--- src/rtl/accum_host_if.sv ---
// ============================================================================
// accum_host_if : host-side load / run / unload sequencer for the accumulator
// Rev 1.0
// ============================================================================
`default_nettype none

module accum_host_if #(
  parameter int ADDR_W      = 5,
  parameter int DATA_W      = 16,
  parameter int RESULT_ADDR = 31,
  parameter int TIMEOUT     = 1023
) (
  input  logic              clk,
  input  logic              reset,
  input  logic              start,
  input  logic              s_valid,
  input  logic [DATA_W-1:0] s_data,
  input  logic              s_last,
  output logic              s_ready,
  output logic              core_reset,
  input  logic              core_ready,
  output logic              mem_owner,
  output logic [ADDR_W-1:0] mem_address,
  output logic              mem_write_enable,
  output logic              mem_read_enable,
  output logic [DATA_W-1:0] mem_data_in,
  input  logic [DATA_W-1:0] mem_data_out,
  output logic              result_valid,
  output logic [DATA_W-1:0] result_data,
  input  logic              result_ready,
  output logic [ADDR_W:0]   load_count,
  output logic              done,
  output logic              error
);

  localparam int RUN_W = $clog2(TIMEOUT + 1);

  localparam logic [2:0] ST_IDLE = 3'd0;
  localparam logic [2:0] ST_LOAD = 3'd1;
  localparam logic [2:0] ST_RUN  = 3'd2;
  localparam logic [2:0] ST_READ = 3'd3;
  localparam logic [2:0] ST_RESP = 3'd4;

  logic [2:0]        state_q, state_d;
  logic [ADDR_W-1:0] wr_ptr_q, wr_ptr_d;
  logic [ADDR_W:0]   load_count_q, load_count_d;
  logic [RUN_W-1:0]  run_cnt_q, run_cnt_d;
  logic              result_valid_q, result_valid_d;
  logic [DATA_W-1:0] result_data_q, result_data_d;
  logic              error_q, error_d;

  logic w_beat;
  logic w_load_end;
  logic w_core_done;
  logic w_timeout;
  logic w_handshake;

  assign w_beat      = (state_q == ST_LOAD) && s_valid;
  assign w_load_end  = w_beat && (s_last || (wr_ptr_q == {ADDR_W{1'b1}}));
  // First RUN cycle has run_cnt_q == 0; the core is still leaving reset then.
  assign w_core_done = (state_q == ST_RUN) && core_ready && (run_cnt_q != '0);
  assign w_timeout   = (state_q == ST_RUN) && !w_core_done &&
                       (run_cnt_q == RUN_W'(TIMEOUT - 1));
  assign w_handshake = (state_q == ST_RESP) && result_valid_q && result_ready;

  always_ff @(posedge clk or negedge reset) begin
    if (!reset) begin
      state_q        <= ST_IDLE;
      wr_ptr_q       <= '0;
      load_count_q   <= '0;
      run_cnt_q      <= '0;
      result_valid_q <= 1'b0;
      result_data_q  <= '0;
      error_q        <= 1'b0;
    end else begin
      state_q        <= state_d;
      wr_ptr_q       <= wr_ptr_d;
      load_count_q   <= load_count_d;
      run_cnt_q      <= run_cnt_d;
      result_valid_q <= result_valid_d;
      result_data_q  <= result_data_d;
      error_q        <= error_d;
    end
  end

  always_comb begin
    state_d = state_q;
    case (state_q)
      ST_IDLE: if (start) state_d = ST_LOAD;
      ST_LOAD: if (w_load_end) state_d = ST_RUN;
      ST_RUN: begin
        if (w_core_done)    state_d = ST_READ;
        else if (w_timeout) state_d = ST_IDLE;
      end
      ST_READ: state_d = ST_RESP;
      ST_RESP: if (w_handshake) state_d = ST_IDLE;
      default: state_d = ST_IDLE;
    endcase
  end

  always_comb begin
    wr_ptr_d       = wr_ptr_q;
    load_count_d   = load_count_q;
    run_cnt_d      = '0;
    result_valid_d = result_valid_q;
    result_data_d  = result_data_q;
    error_d        = error_q;

    if ((state_q == ST_IDLE) && start) begin
      wr_ptr_d = '0;
      error_d  = 1'b0;
    end
    if (w_beat) begin
      wr_ptr_d     = wr_ptr_q + 1'b1;
      load_count_d = {1'b0, wr_ptr_q} + 1'b1;
    end
    if (state_q == ST_RUN) begin
      run_cnt_d = (run_cnt_q == RUN_W'(TIMEOUT)) ? run_cnt_q : run_cnt_q + 1'b1;
    end
    if (w_timeout) error_d = 1'b1;
    // Memory data lands in the first RESP cycle, one cycle after the read strobe.
    if ((state_q == ST_RESP) && !result_valid_q) begin
      result_valid_d = 1'b1;
      result_data_d  = mem_data_out;
    end
    if (w_handshake) result_valid_d = 1'b0;
  end

  always_comb begin
    s_ready          = 1'b0;
    core_reset       = 1'b1;
    mem_owner        = 1'b0;
    mem_address      = '0;
    mem_write_enable = 1'b0;
    mem_read_enable  = 1'b0;
    mem_data_in      = '0;
    done             = 1'b0;
    case (state_q)
      ST_LOAD: begin
        s_ready          = 1'b1;
        mem_address      = wr_ptr_q;
        mem_data_in      = s_data;
        mem_write_enable = s_valid;
      end
      ST_RUN: begin
        core_reset = 1'b0;
        mem_owner  = 1'b1;
      end
      ST_READ: begin
        mem_read_enable = 1'b1;
        mem_address     = ADDR_W'(RESULT_ADDR);
      end
      ST_RESP: done = w_handshake;
      default: ;
    endcase
  end

  assign result_valid = result_valid_q;
  assign result_data  = result_data_q;
  assign load_count   = load_count_q;
  assign error        = error_q;

endmodule

`default_nettype wire

--- config.mk ---
export PLATFORM = sky130hd
export DESIGN_NAME = accum_host_if
export DESIGN_NICKNAME = d
export VERILOG_FILES = /design/src/rtl/accum_host_if.sv
export SDC_FILE = /design/constraint.sdc
export NUM_CORES = 1
export LEC_CHECK = 0
export CORE_ASPECT_RATIO = 1.5
export CORE_MARGIN = 4
export CORE_UTILIZATION = 46
export DETAILED_ROUTE_END_ITERATION = 16
export GPL_ROUTABILITY_DRIVEN = 0
export PLACE_DENSITY = 0.86
export SLEW_MARGIN = 20
export SYNTH_ARGS = -nofsm -noshare
export SYNTH_HDL_FRONTEND = slang
export SYNTH_SLANG_ARGS = --single-unit
export TNS_END_PERCENT = 1
--- constraint.sdc ---
create_clock -name clk -period 4.1 [get_ports clk]
set_clock_uncertainty 0.05 [all_clocks]
set_input_delay 1.23 -clock clk [delete_from_list [all_inputs] [get_ports clk]]
set_output_delay 1.23 -clock clk [all_outputs]
set_load 0.02 [all_outputs]
==> results of run 1 <==
-- registers in the layout, indices dropped and copies added, names as in the netlist --
| register | cells |
|---|---|
| error | 1 |
| load_count | 6 |
| result_data | 16 |
| result_valid | 1 |
| run_cnt_q | 10 |
| state_q | 3 |
| wr_ptr_q | 5 |
-- critical path, cell delays in order --
cell             delay, ns
clkdlybuf4s50_1       0.50
nand4bb_1             0.15
inv_1                 0.14
clkdlybuf4s50_1       0.63
-- cells in the mapped netlist, types with 2 or more instances --
cell type  count
ha_1           5
nor3_1         4
xor2_1         3
buf_2          3
a31oi_1        3
dfrtp_1       42
or3_1          2
xnor2_1        2
a21o_1         2
mux2_2        10
buf_6          2
o31ai_1        2
and2_1        17
o21ai_0        8
inv_1          6
o21ai_1        3
nand3_1        5
nor2_1        29
mux2_1         8
a22o_1         2
mux2i_1        3
nand2_1       14
a21oi_1        3
a211oi_1       3
-- path summary, 6_finish.rpt --
check                              start                to
setup / recovery                 s_valid  mem_write_enable
hold / removal             load_count[2]     load_count[2]
setup reg to reg             wr_ptr_q[0]        state_q[0]
hold reg to reg            load_count[2]     load_count[2]
max in group asynchronous          reset      run_cnt_q[3]
min in group asynchronous          reset      run_cnt_q[9]
-- metal layers --
layer | vias up | share of wire [%]
met5 | - | 0
met4 | 0 | 1.8
met3 | 10 | 5.0
met2 | 66 | 55
met1 | 860 | 38
li1 | 883 | -
-- power by group through the flow --
stage | combinational (uW) | sequential [uW] | clock (uW)
finish | 1030 | 607 | 392
global route | 1110 | 626 | 416
CTS | 1040 | 607 | 398
detailed placement | 1030 | 615 | 0
global placement | 1020 | 610 | 0
floorplan | 497 | 672 | 0
-- cell type report --
class,count,share of cell area (%)
inverter,6,0.708
sequential,42,33.1
clock inverter,3,2.16
tap,48,1.89
timing repair buffer,92,28.6
clock buffer,5,2.16
multi-input combinational,147,31.4
-- cell families after synthesis --
logic type | synth area share (%)
AND/OR/NAND/NOR | 21.8
flip-flops | 49.4
AO/OA/AOI/OAI | 9.24
multiplexers | 10.9
buffers and inverters | 3.53
XOR/XNOR | 2.06
adder cells (fa/ha/maj) | 2.94
-- through the flow --
| step | hold slack, ns | instance area, sq um | total power, uW | instances | utilization, % |
|---|---|---|---|---|---|
| floorplan | 0.437 | 2130 | 1170 | 203 | - |
| global placement | 0.410 | 3040 | 1620 | 335 | 67.5 |
| detailed placement | 0.420 | 3040 | 1650 | 335 | 67.5 |
| CTS | 0.439 | 3180 | 2050 | 343 | 70.6 |
| global route | 0.467 | 3180 | 2150 | 343 | 70.6 |
| finish | 0.434 | 3180 | 2030 | 343 | 70.6 |
==> summary.md, run 1 <==
| Metric | Value |
|---|---|
| Syn_nets | 247 |
| Clock sink total | 42 |
| Status | finished, final reports clean |
| Grt total ovfl | 0 |
| Leading area contributor after synthesis | dfrtp_1 |
| DR WL/cell | 15.0 um |
| Worst EP required | 2.82 ns |
| Initial antenna violation count | 0 |
| CTS tree | done |
| Total GRT Usage | 19.2% |
| CTS Buffer Depth | 2 |
| Vias post-DR | 1,819 |
| Post-Syn Instances | 203 |
| Layout cells sized above 1 | 10.5% |
| ANT cells | 0 |
| # hold bufs at CTS | 0 |
| Post-CTS resize count | 0 |
| CP Capture Type | output pin |
| Antenna-violating nets left | 0 |
| Number of H-tree levels | 2 |
| Initial DRC count | 66 |
| Worst-path fanout max | 3 |
| Postcts setup bufs | 0 |
| Switching Share | 37.9% |
| Mean Syn Cell Area | 10.5 sq um |
| Root buf cell | clkbuf_8 |
| Max Clk Rate | 0.255 GHz |
| WP data arrival | 2.64 ns |
| FF-to-FF setup slack | 2.30 ns |
| I/O pins | 90 |
| Commonest cells after routing, fill and taps aside | clkdlybuf4s50_1, dfrtp_1, nor2_1 |
| Clk network pwr share | 19.3% |
| Lkg Pwr | 0.00139 uW |
| Die W | 63.5 um |
| Net Sw Power | 769 uW |
| Final worst slack | 0.175 ns |
| Vias in the first global route | 1,832 |
| Netlist Area Pre-Place | 2130 sq um |
| # DRC | 0 |
| Port Buf Inserts | 89 |
| Yosys warns | 0 |
| P_int | 1260 uW |
| Clock buffer count from CTS | 5 |
| Hold Path Cell Cnt | 2 |
| Synth area leaders | dfrtp_1, mux2_2, nor2_1, and2_1, mux2_1 |
| GR Layer Usage met1 | 22.8% |
| Met3 usage | 4.58% |
| RSZ-0062 raised after global routing | no |
| Final setup vio count | 0 |
| WL final | 5160 um |
| Max-slew headroom | 38.9% |
| First-pass GRT wire length | 8830 um |
| Met2 Use GR | 33.6% |
| Setup_tns | 0 ns |
| CP Class | in -> out |
| DIE AREA | 5800 sq um |
| Comb pwr share | 50.7% |
| Die height | 91.3 um |
| Min-Delay Path Class | reg -> reg |
| Synth cell types | 46 |
| Area growth from synthesis to layout | 49.6% |
| Row cnt | 30 |
| Worst Max-Slew Pin Slew | 0.917 ns |
| Flops & latches, synth | 42 |
| Worst Setup Start Kind | input pin |
| Final cycle utilization of the critical path | 95.7% |
| Routed vias/inst | 5.30 |
| Clk slew on worst S/H paths | 0.08 ns |
| Fill count | 334 |
| Power per cell area | 638 nW/um^2 |
| HPWL Detailed | 3880 um |
| Sequential Area | 1050 sq um |
| Main synth FF type | dfrtp_1 |
| VDD IR max | 0.291 mV |
| Largest net degree at the start of global routing | 43 |
| Number of flops mapped to enable cells by yosys | 0 |
| Fraction of registers with async set/reset | 100% |
| Post-Place Setup Slack | 0.197 ns |
| Post-synthesis sequential area ratio | 49.4% |
| Final Hold Fails | 0 |
| Top-area cell type share of the netlist area | 49.4% |
| R2R depth | 7 |
| Max-slew violation count | 0 |
| Max cap viols | 0 |
| CORE AREA | 4500 sq um |
| Busiest grt layer | met2 |
| Starting Density | 47.2% |
| Reg power frac | 29.9% |
| Multi-input logic area | 1000 sq um |
| Commonest non-fill, non-tap cell in the layout | clkdlybuf4s50_1 |
| Clock latency on the worst-skew pair | 0.30 ns |
| DRT Pass-1 Iters | 4 |
| Tmin final | 3.92 ns |
| Layout net count | 338 |
Power figures use the tool's default switching activity.
==> run 2: changes to the inputs <==
Settings changed: ABC_AREA set to 1, PLACE_DENSITY 0.86 to 0.85.
==> run 2 against run 1 <==
Effect of this change: via count rose by 4.3%; sequential power is 6.3% higher; maximum frequency grew 0.84%; core utilization shrank 0.89 points; sequential cell count stayed put; power increased by 1.5%; synthesized cell count grew 17%; worst setup slack better by 0.033 ns; first-iteration DRC count increased by 56%; clock power shrank 34%; synthesized area increased by 1.1%; critical endpoint is now done; largest power group unchanged.
==> summary.md, run 2 <==
| Metric | Value |
|---|---|
| Worst reg2reg endpoint | state_q[1] |
| Initial antenna violation count | 0 |
| CTS tree | done |
| I/O pins | 90 |
| Routed vias/inst | 4.79 |
| Max FFs per register | 16 |
| R2R depth | 10 |
| CP Class | in -> out |
| WL met3 | 195 um |
| HPWL Detailed | 4190 um |
| Most frequent cells after synthesis | dfrtp_1, inv_1, nand2_1, nor2_1, o21ai_0 |
| Worst Setup Start Kind | input pin |
| Post-layout util | 69.7% |
| Netlist Area Pre-Place | 2150 sq um |
| Grt total ovfl | 0 |
| FF-to-FF setup slack | 2.44 ns |
| Starting Density | 47.3% |
| CP Capture Point | done |
| Min-Delay Path Class | reg -> reg |
| Met2 routed WL | 3100 um |
| First-pass GRT wire length | 8830 um |
| Syn_nets | 282 |
| Layout cells sized above 1 | 12.3% |
| Fill count | 346 |
| ANT cells | 0 |
| Non-filler cells, final | 396 |
| Number of H-tree levels | 2 |
| Post-CTS resize count | 0 |
| Die height | 91.7 um |
| Area growth from synthesis to layout | 47.3% |
| Flops & latches, synth | 42 |
| # placed instances | 388 |
| DR top layer | met4 |
| CORE AREA | 4540 sq um |
| Vias post-DR | 1,898 |
| DIE AREA | 5850 sq um |
| DR WL/cell | 13.3 um |
| Max-slew headroom | 38.7% |
| Max Clk Rate | 0.257 GHz |
| Clock buffer count from CTS | 5 |
| # DRC | 0 |
| Port Buf Inserts | 89 |
| Final Power | 2060 uW |
| Commonest non-fill, non-tap cell in the layout | clkdlybuf4s50_1 |
| Initial DRC count | 103 |
| Layout net count | 375 |
| CTS Buffer Depth | 2 |
| WP data arrival | 2.61 ns |
| Lkg Pwr | 0.00153 uW |
| Final cycle utilization of the critical path | 94.9% |
| Tmin final | 3.89 ns |
| Hold Path Cell Cnt | 2 |
| Total GRT Usage | 19.2% |
| Die W | 63.8 um |
| Worst EP required | 2.82 ns |
| Post-Syn Instances | 238 |
| Power per cell area | 650 nW/um^2 |
| Vias in the first global route | 1,837 |
| VDD IR max | 0.366 mV |
| Setup_tns | 0 ns |
| Top-area cell type share of the netlist area | 48.9% |
| Clk slew on worst S/H paths | 0.07 ns |
| Clock sink total | 42 |
| Leading area contributor after synthesis | dfrtp_1 |
| Commonest cells after routing, fill and taps aside | clkdlybuf4s50_1, dfrtp_1, inv_1 |
| Crit. Startpoint | result_ready |
| Row cnt | 30 |
| Max cap viols | 0 |
| Reg-to-Reg Start | wr_ptr_q[1] |
| Count leader, synth | dfrtp_1 |
| CP Capture Type | output pin |
| Synth area leaders | dfrtp_1, inv_1, mux2_4, nand2_1, nor2_1 |
| Worst-path fanout max | 2 |
| Final setup vio count | 0 |
| DRT Pass-1 Iters | 4 |
| RSZ-0062 raised after global routing | no |
| Number of flops mapped to enable cells by yosys | 0 |
| Max-slew violation count | 0 |
| Largest net degree at the start of global routing | 43 |
| WL final | 5280 um |
| Status | finished, final reports clean |
| Final Hold Fails | 0 |
| Mean Syn Cell Area | 9.03 sq um |
| Root buf cell | clkbuf_8 |
| Synth cell types | 29 |
| Antenna-violating nets left | 0 |
| Met1 WL | 1960 um |
| Postcts setup bufs | 0 |
| Fraction of registers with async set/reset | 100% |
| Clock latency on the worst-skew pair | 0.30 ns |
| Yosys warns | 0 |
| Worst Max-Slew Pin Slew | 0.919 ns |
| Post-synthesis sequential area ratio | 48.9% |
| Main synth FF type | dfrtp_1 |
| # hold bufs at CTS | 0 |
-- run 2: logic make-up after synthesis --
kind of cell | count (synthesis) | share of synthesized area (%)
and+or+nand+nor | 92 | 19.6
buffers and inverters | 47 | 9.37
DFF | 42 | 48.9
AOI/OAI and AO/OA | 34 | 8.44
muxes | 16 | 9.95
adders and majority gates | 5 | 2.91
xor gates and xnor gates | 2 | 0.815
-- run 2: worst min path at each step --
| stage | startpoint | end | slack, ns |
|---|---|---|---|
| global route | load_count[4] | load_count[4] | 0.47 |
| detailed placement | load_count[4] | load_count[4] | 0.42 |
| floorplan | run_cnt_q[5] | run_cnt_q[5] | 0.44 |
| finish | load_count[4] | load_count[4] | 0.44 |
| global placement | load_count[0] | load_count[0] | 0.42 |
| CTS | load_count[4] | load_count[4] | 0.44 |
-- run 2: critical path, stage by stage --
cell and delay [ns]:
clkdlybuf4s50_1 0.45, inv_1 0.05, nor3_1 0.23, clkdlybuf4s50_1 0.65
-- run 2: cell type report --
cell class / count / area, sq um / area share (%)
repair buffers: 89 / 886 / 28.0
multi-input cells: 149 / 897 / 28.3
clock inverters: 2 / 13.8 / 0.435
well taps: 64 / 80.1 / 2.53
inverters: 44 / 165 / 5.22
clock buffers: 6 / 72.6 / 2.29
flip-flops and latches: 42 / 1050 / 33.2
-- run 2: power by group --
group / switching [uW] / internal [uW]
Sequential: 88.0 / 557
Clock: 140 / 120
Combinational: 609 / 544
-- run 2: metal layers --
metal  GRT usage, %  vias up
li1               -      945
met1           20.6      906
met2           35.9       43
met3           4.29        4
met4           6.67        0
met5              0        -
-- run 2: metrics by stage --
step	setup slack, ns	hold WS (ns)	instance area [sq um]
2_1_floorplan	1.03	0.444	2150
3_3_place_gp	0.258	0.423	3080
3_5_place_dp	0.206	0.422	3080
4_1_cts	0.206	0.443	3170
5_1_grt	0.142	0.469	3170
6_report	0.208	0.437	3170
==> run 3: changes to the inputs <==
Settings changed: CORE_ASPECT_RATIO 1.5 to 0.75.
==> run 3 against run 2 <==
Effect of this change: non-clock buffer count is the same; clock power is essentially flat; core utilization grew 0.56 points; design area shrank 0.28%; register-to-register slack gained 0.04 ns.
==> summary.md, run 3 (same netlist as run 2, synthesis figures left out) <==
| Metric | Value |
|---|---|
| Status | finished, final reports clean |
| Max Clk Rate | 0.256 GHz |
| Clk network pwr share | 12.7% |
| Met2 Use GR | 29.9% |
| Max cap viols | 0 |
| R2R depth | 10 |
| Area growth from synthesis to layout | 46.9% |
| Row cnt | 21 |
| Layout net count | 375 |
| DIE AREA | 5840 sq um |
| DR WL/cell | 13.1 um |
| Grt total ovfl | 0 |
| Power per cell area | 652 nW/um^2 |
| Final setup vio count | 0 |
| CORE AREA | 4490 sq um |
| Final cycle utilization of the critical path | 95.3% |
| Commonest cells after routing, fill and taps aside | clkdlybuf4s50_1, dfrtp_1, inv_1 |
| Busiest grt layer | met2 |
| Largest net degree at the start of global routing | 43 |
| HPWL Detailed | 3930 um |
| Routed vias/inst | 4.87 |
| WHS | 0.432 ns |
| Clk slew on worst S/H paths | 0.08 ns |
| Min-Delay Path Class | reg -> reg |
| Initial antenna violation count | 0 |
| Worst Max-Slew Pin Slew | 0.906 ns |
| GR Layer Usage met1 | 20.4% |
| Comb pwr share | 55.8% |
| Port Buf Inserts | 89 |
| Final Power | 2060 uW |
| Worst Setup Start Kind | input pin |
| Clock latency on the worst-skew pair | 0.29 ns |
| Clock sink total | 42 |
| Antenna-violating nets left | 0 |
| Layout cells sized above 1 | 12.3% |
| P_int | 1220 uW |
| CTS Buffer Depth | 2 |
| WP data arrival | 2.63 ns |
| Hold Path Cell Cnt | 2 |
| Non-filler cells, final | 389 |
| Final Hold Fails | 0 |
| DRT Pass-1 Iters | 4 |
| Root buf cell | clkbuf_8 |
| Starting Density | 47.8% |
| Number of H-tree levels | 2 |
| RSZ-0062 raised after global routing | no |
| Max FFs per register | 16 |
| # DRC | 0 |
| Total GRT Usage | 18.0% |
| Setup_tns | 0 ns |
| First-pass GRT wire length | 8170 um |
| Max-slew headroom | 39.6% |
| CP Class | in -> out |
| Postcts setup bufs | 0 |
| Worst reg2reg endpoint | state_q[0] |
| Lkg Pwr | 0.00153 uW |
| Tmin final | 3.91 ns |
| Die W | 86.9 um |
| # hold bufs at CTS | 0 |
| Reg-to-Reg Start | wr_ptr_q[0] |
| WHS Endpoint | load_count[4] |
| Post-Place Setup Slack | 0.195 ns |
| Die height | 67.2 um |
| CP Capture Type | output pin |
| I/O pins | 90 |
| ANT cells | 0 |
| FF-to-FF setup slack | 2.48 ns |
| Post-CTS resize count | 0 |
| Initial DRC count | 118 |
| Reg power frac | 31.5% |
| Hold path start | load_count[4] |
| Final worst slack | 0.192 ns |
| # placed instances | 381 |
| Vias in the first global route | 1,912 |
| Vias post-DR | 1,894 |
| Max-slew violation count | 0 |
| VDD IR max | 0.365 mV |
| Switching Share | 40.7% |
| WL final | 5110 um |
| Worst EP required | 2.82 ns |
| Met3 usage | 8.17% |
| Net Sw Power | 837 uW |
| CTS tree | done |
| Worst-path fanout max | 2 |
| Commonest non-fill, non-tap cell in the layout | clkdlybuf4s50_1 |
| Clock buffer count from CTS | 5 |
## run 3: cell counts in the layout (fill, tap and decap cells not counted)
Identical to the previous run, type by type.
## run 3: critical path, cell delays in order
cell and delay [ns]:
clkdlybuf4s50_1 0.45, inv_1 0.05, nor3_1 0.24, clkdlybuf4s50_1 0.66
## run 3: final cells by class
cell class	instances	area, sq um
inverter	44	165
tap	57	71.3
clock buffer	6	72.6
fill	354	1340
sequential	42	1050
multi-input combinational	149	897
timing repair buffer	89	886
clock inverter	2	13.8
## run 3: how the worst max path moves through the flow
stage                       from  endpoint  slack [ns]
finish              result_ready      done        0.19
global route        result_ready      done        0.12
CTS                 result_ready      done        0.18
detailed placement  result_ready      done        0.19
global placement    result_ready      done        0.26
floorplan           result_ready      done        1.03
## run 3: through the flow
stage          instance area [sq um]  util (%)
3_5_place_dp                    3070      68.3
2_1_floorplan                   2150         -
3_3_place_gp                    3070      68.3
5_1_grt                         3160      70.3
4_1_cts                         3160      70.3
6_report                        3160      70.3
## run 3: routing by layer
layer	wire [um]	part of all wire, %
met3	639	12
met1	2170	42
met5	0	0
met2	2250	44
met4	61	1.2
## run 3: power groups by stage
stage / combinational (uW) / clock [uW] / sequential [uW]
after CTS: 1160 / 268 / 650
after global routing: 1240 / 286 / 666
final: 1150 / 261 / 649
after detailed placement: 1150 / 0 / 654
after floorplan: 508 / 0 / 784
after global placement: 1130 / 0 / 647
